## config.mk

```make
export PLATFORM = sky130hd
export DESIGN_NAME = life_sequencer
export DESIGN_NICKNAME = d
export VERILOG_FILES = /design/src/rtl/life_sequencer.sv
export SDC_FILE = /design/constraint.sdc
export NUM_CORES = 1
export LEC_CHECK = 0
export ABC_AREA = 1
export CAP_MARGIN = 10
export CORE_MARGIN = 1.5
export CORE_UTILIZATION = 40
export CTS_CLUSTER_DIAMETER = 100
export CTS_CLUSTER_SIZE = 10
export DETAILED_ROUTE_END_ITERATION = 12
export GPL_TIMING_DRIVEN = 0
export PLACE_DENSITY = 0.79
export SLEW_MARGIN = 20
export SYNTH_ARGS = -nofsm -noshare
export SYNTH_HDL_FRONTEND = slang
export SYNTH_SLANG_ARGS = --single-unit
```

## constraint.sdc

```tcl
create_clock -name clk -period 3.05 [get_ports clk]
set_input_delay 0.7625 -clock clk [delete_from_list [all_inputs] [get_ports clk]]
set_output_delay 0.7625 -clock clk [all_outputs]
set_load 0.02 [all_outputs]
```

## src/rtl/life_sequencer.sv

```systemverilog
// Generation scheduler for the 8x8 Life grid: holds the grid register, commits dp_evolve
// free-running every TICK_DIV cycles or once per step, counts generations, halts on still/extinct.
module life_sequencer #(
    parameter int TICK_DIV = 4,
    parameter int GEN_W    = 16
) (
    input  logic              clk,
    input  logic              reset,
    input  logic [63:0]       seed,
    input  logic              load,
    input  logic              run,
    input  logic              step,
    input  logic [63:0]       dp_evolve,
    output logic [63:0]       grid,
    output logic [GEN_W-1:0]  gen_count,
    output logic              busy,
    output logic              halted,
    output logic              stable,
    output logic              extinct,
    output logic              gen_tick
);

    localparam int TW = (TICK_DIV > 1) ? $clog2(TICK_DIV) : 1;
    localparam logic [TW-1:0] TICK_LAST = TW'(TICK_DIV - 1);

    typedef enum logic [1:0] {
        S_IDLE,
        S_RUN,
        S_STEP,
        S_HALT
    } state_t;

    state_t             state_q, state_d;
    logic [TW-1:0]      tick_q, tick_d;
    logic [63:0]        grid_q, grid_d;
    logic [GEN_W-1:0]   gen_q, gen_d;
    logic               stable_q, stable_d;
    logic               gen_tick_q;
    logic               busy_q;
    logic               halted_q;
    logic               commit;

    always_ff @(posedge clk or posedge reset) begin
        if (reset) begin
            state_q    <= S_IDLE;
            tick_q     <= '0;
            grid_q     <= '0;
            gen_q      <= '0;
            stable_q   <= 1'b0;
            gen_tick_q <= 1'b0;
            busy_q     <= 1'b0;
            halted_q   <= 1'b0;
        end else begin
            state_q    <= state_d;
            tick_q     <= tick_d;
            grid_q     <= grid_d;
            gen_q      <= gen_d;
            stable_q   <= stable_d;
            gen_tick_q <= commit;
            busy_q     <= (state_d == S_RUN);
            halted_q   <= (state_d == S_HALT);
        end
    end

    always_comb begin
        state_d  = state_q;
        tick_d   = tick_q;
        grid_d   = grid_q;
        gen_d    = gen_q;
        stable_d = stable_q;
        commit   = 1'b0;

        // load overrides every state and suppresses any commit this cycle
        if (load) begin
            state_d  = S_IDLE;
            tick_d   = '0;
            grid_d   = seed;
            gen_d    = '0;
            stable_d = 1'b0;
        end else begin
            case (state_q)
                S_IDLE: begin
                    if (run) begin
                        state_d = S_RUN;
                        tick_d  = '0;
                    end else if (step) begin
                        state_d = S_STEP;
                    end
                end
                S_STEP: begin
                    commit  = 1'b1;
                    state_d = S_IDLE;
                end
                S_RUN: begin
                    if (!run) begin
                        state_d = S_IDLE;
                        tick_d  = '0;
                    end else if (tick_q == TICK_LAST) begin
                        commit = 1'b1;
                        tick_d = '0;
                        if ((dp_evolve == grid_q) || (dp_evolve == 64'd0)) begin
                            state_d = S_HALT;
                        end
                    end else begin
                        tick_d = tick_q + 1'b1;
                    end
                end
                S_HALT: begin
                    if (!run) begin
                        state_d = S_IDLE;
                    end
                end
                default: state_d = S_IDLE;
            endcase
        end

        if (commit) begin
            grid_d   = dp_evolve;
            gen_d    = (gen_q == {GEN_W{1'b1}}) ? gen_q : gen_q + 1'b1;
            stable_d = (dp_evolve == grid_q);
        end
    end

    assign grid      = grid_q;
    assign gen_count = gen_q;
    assign busy      = busy_q;
    assign halted    = halted_q;
    assign stable    = stable_q;
    assign extinct   = (grid_q == 64'd0);
    assign gen_tick  = gen_tick_q;

endmodule
```

After elaboration in Yosys (flattened, before gate mapping). Cells that the tools add are included. W data, S select, Z words.

Register bits after elaboration: 88. Latch bits: 0. RAM bits: 0. Bits in read-only memories: 0. Input bits: 133. Output and inout bits: 85. Word-level logic and storage cells: 52. Memories: 0.

$add $sub $neg: 2. Multipliers: 0. Div/mod/pow operators: 0. Magnitude comparators: 0. Equality and inequality tests: 10. Shift-type cells: 0. Multiplexer cells: 24. Bitwise gates (word level): 0. Reduce and logical (&&, ||, !) cells: 8.

Operators with widths (number): $logic_not A64 Y1 (2); $mux W64 (2); $eq A64 B64 Y1 (1); $mux W16 (3); $mux W2 (11); $add A16 B1 Y16 const B (1); $eq A16 B16 Y1 const B (1); $eq A2 B2 Y1 const B (4); $pmux W2 S4 (1); $mux W1 (5); $eq A2 B1 Y1 const B (2); $pmux W2 S2 (1); $reduce_and A2 Y1 (2); $ne A3 B3 Y1 const B (1); $reduce_bool A3 Y1 (1); $add A2 B1 Y2 const B (1); $logic_not A2 Y1 (1); $ne A2 B2 Y1 const B (1); $pmux W1 S2 (1); $reduce_bool A2 Y1 (1); $logic_or A1 B1 Y1 (1).

Depth between registers and ports, before layout.
Word-level depth: 8. Gate-level depth with buffers: 16. Mapped depth without buffers: 16.

Least setup slack after synthesis. Ideal clock, no wire load.

Path type: register -> output. Start: reg grid_q[15], in the netlist grid[15]. End: out extinct. Data arrival time: 1.595 ns. Path slack: 0.692 ns. Stages on the path, launching flop included: 4. Path buffers: 0. Cell sequence: dfrtp_1 > nor4_1 > nand4_1 > nor4_1.

Longest elaborated chain between the ends: 1.

Ends and longest elaborated chain: start, declared (RTL line 35) `logic [63:0] grid_q, grid_d;`; start signal, assigned (RTL line 56) `grid_q <= grid_d;`; $logic_not A64 Y1 (RTL line 129) `assign extinct = (grid_q == 64'd0);`; end, declared (RTL line 19) `output logic extinct,`.

Every way passes these cells.

Worst setup path in the final report.
Start: reg grid_q[39], in the netlist grid[39]. End: out extinct.

The elaborated chain is that of the path after synthesis.

==> impl_metrics.csv <==
group,metric,value,unit
status,status,"complete, no violations",
floorplan,ios,218,
finish,syn2layout_area_growth,48.4,%
floorplan,die_w,121,µm
floorplan,fp.dieH,121,µm
finish,fin_nets,1172,
worst_setup_path,path_class,"flop to primary output",
clock_tree,cts_tree,"built",
synth,ys_seq_elements,88,
clock_tree,cts_root_buf,"clkbuf_16",
grt,grt_pass1_vias,5890,
power_and_ir_drop,seqPwrFrac,38.2,%
power_and_ir_drop,p_int,2.55,mW
finish,diodes,0,
synth,synth_nets,945,
synth,synth_edf_count,0,
power_and_ir_drop,clkPwrFrac,28.9,%
place,pre_cts_ws,0.177,ns
synth,synth_area_per_cell,6.95,µm²
timing,layout_setup_ws,0.194,ns
drt,vias,6300,
timing,tightest_slew,0.704,ns
power_and_ir_drop,p_leak,3.94,nW
timing,setup_viol,0,
worst_setup_path,cp_top_family,"simple AND/OR/NAND/NOR gates",
synth,ys_warn_count,0,
clock_tree,clock_sinks,88,
finish,fin_cells,1216,
synth,yosys.area.top_type,"dfrtp_1",
power_and_ir_drop,switchingPower,1.32,mW
place,io_buffers,215,
timing,period_needed,2.86,ns
run,max_cap_violations,0,
clock_tree,clkTransAtPathRegs,0.06,ns
grt,grt_pass1_wl,29800,µm
worst_setup_path,end_kind,"primary output",
synth,synth.top_cell.area_share,39.4,%
synth,ys_seq_area_share,39.4,%
worst_setup_path,worstPathMaxFanout,4,
clock_tree,cts_buffer_depth,2,
timing,finClkSkew,0.00889,ns
drt,ant_nets,0,
worst_setup_path,required,2.29,ns
drt,drt_iter0_drc,462,
drt,wl_per_cell,15.8,µm
synth,syn_area,0.00559,mm²
power_and_ir_drop,swShare,34.1,%
grt,track_usage,26.3,%
drt,drc,0,
place,dp_cells,1201,
place,gp_congestion,0.909,
timing,fin_tns_setup,0,ns
worst_setup_path,crit_top_cell,"nor4_1",
synth,ys_types,32,
synth,synthArstFlopShare,100,%
floorplan,die-area,0.0147,mm²
timing,rsz0062_at_grt,"no",
floorplan,core,0.0138,mm²
timing,drv_slew,0,
worst_setup_path,worst_setup_path_start_kind,"flop",
finish,layout-drive-gt1-share,7.34,%
timing,finalHoldViolCount,0,
worst_setup_path,crit_arrival,2.09,ns
synth,postSynthCellCount,805,
worst_setup_path,cp_cell_sequence,"nor4_1 > nand4_1 > nor4_1 > dlygate4sd2_1",
timing,relSlewSlack,53.1,%
clock_tree,cts_hold_buf,0,
place,place_hpwl,14800,µm
clock_tree,cts_buffers,9,
drt,vias_per_cell,5.18,
worst_setup_path,cpPeakStageDelay,0.44,ns
grt,overflow,0,
worst_setup_path,crit_buf_inv,1,
clock_tree,clk_latency,0.34,ns
power_and_ir_drop,pwr-share-comb,32.9,%
synth,ys_top_cells_by_area,"dfrtp_1, nand2_1, o221ai_1, inv_1, nor2_1",
hold_path,hp-class,"flop to flop",
drt,dr.pass1.iters,5,
clock_tree,htree_levels,3,
grt,grt_max_degree,47,
synth,ys.flop_type,"dfrtp_1",
worst_setup_path,cp_slowest_cell,"nor4_1",
power_and_ir_drop,vdd_drop_max,280,µV
timing,fmax,350,MHz
finish,fillCellCount,1284,
floorplan,initial_utilization,40.6,%
timing,whs,0.498,ns
drt,postRouteWirelength,19200,µm
floorplan,row_count,43,
power_and_ir_drop,powerDensity,465,mW/mm²
grt,antenna_found_initial,0,
timing,finalCritPeriodShare,93.6,%
==> what timing repair did <==
action | in CTS | in global routing
resized for setup | 3 | 0
setup endpoints to repair | 1 | 0
buffers inserted | 0 | 0
==> logic make-up after synthesis <==
logic type,Yosys count,synth area share (%)
AO/OA/AOI/OAI,90,12.6
AND/OR/NAND/NOR,439,32.4
XOR/XNOR,17,2.66
flip-flops,88,39.4
adder cells (fa/ha/maj),7,1.57
buffers and inverters,164,11.5
==> worst reg2reg max path: stages (launching register included) <==
cell and delay [ns]:
dfrtp_1 0.44, inv_1 0.11, ha_1 0.23, inv_1 0.10, nor2_1 0.06, o21ai_1 0.25, nor2_4 0.15, inv_2 0.11
clkbuf_1 0.54, o221ai_1 0.22
==> stage by stage <==
step	util [%]	total power, mW	instance area (µm²)
after global routing	60.3	4.07	8300
final	60.3	3.86	8300
after floorplan	-	2.12	5590
after detailed placement	58.1	2.76	8000
after CTS	60.3	3.88	8300
after global placement	57.9	2.73	7970
==> registers in the layout (all words and copies together), names as in the netlist <==
signal	flops
busy	1
stable	1
tick_q	2
grid	64
halted	1
state_q	2
gen_count	16
gen_tick	1
==> final timing paths <==
check                                end  slack (ns)       start  cells past startpoint
max                              extinct        0.19    grid[39]                      4
max in group asynchronous       grid[53]        1.66       reset                      3
max reg2reg                     grid[53]        0.68  state_q[1]                      9
min                               stable        0.50      stable                      2
min in group asynchronous  gen_count[12]        0.81       reset                      2
min reg2reg                       stable        0.50      stable                      2
==> placed cells by master, fill, tap and decap left out, types with 2 or more instances in the layout <==
cell type        Yosys  layout
clkinv_2             0       3
nand4_1             14      14
o211ai_1             5       5
ha_1                 7       7
dfrtp_1             88      88
clkbuf_1            11      12
o221ai_1            54      54
nor4_1              26      24
a21oi_1              7       7
inv_1              104     103
buf_2               12      12
inv_2               35      35
nand3_1             18      18
o21ai_0              3       3
o31ai_1              5       5
nor2_4               2       2
clkdlybuf4s50_1      0     214
nand2_2              4       4
nor2_1              60      60
nand2_1            307     307
nor4_2               0       2
clkbuf_16            0       9
nor3_1               6       6
o21ai_1             10      10
xor2_1              16      16
==> Yosys cell counts (2+ instances only) <==
master    instances
nand2_1         307
inv_1           104
dfrtp_1          88
nor2_1           60
o221ai_1         54
inv_2            35
nor4_1           26
nand3_1          18
xor2_1           16
nand4_1          14
buf_2            12
clkbuf_1         11
o21ai_1          10
a21oi_1           7
ha_1              7
nor3_1            6
o211ai_1          5
o31ai_1           5
nand2_2           4
o21ai_0           3
nor2_4            2
==> power groups by stage <==
stage / clock network, mW / registers (mW) / logic, mW
2_1_floorplan: 0 / 1.61 / 0.506
3_3_place_gp: 0 / 1.49 / 1.24
3_5_place_dp: 0 / 1.49 / 1.26
4_1_cts: 1.14 / 1.47 / 1.27
5_1_grt: 1.18 / 1.50 / 1.39
6_report: 1.12 / 1.48 / 1.27
==> layer usage <==
layer | up-vias | GRT usage, % | wire, µm | part of all wire, %
met3 | 34 | 5.50 | 1570 | 8.1
met1 | 2926 | 33.4 | 7970 | 41
met4 | 0 | 9.04 | 445 | 2.3
li1 | 3076 | - | - | -
met5 | - | 0 | 0 | 0
met2 | 264 | 44.5 | 9250 | 48
==> cell type report <==
class	instances	area, µm²	share of cell area, %
multi-input cells	553	2760	33.3
flip-flops and latches	88	2200	26.5
repair buffers	216	2180	26.2
inverters	140	533	6.42
clock buffers	11	243	2.92
well taps	180	225	2.71
plain buffers	24	113	1.36
clock inverters	4	45.0	0.543
Note: power is estimated with default switching activity, not from simulation.
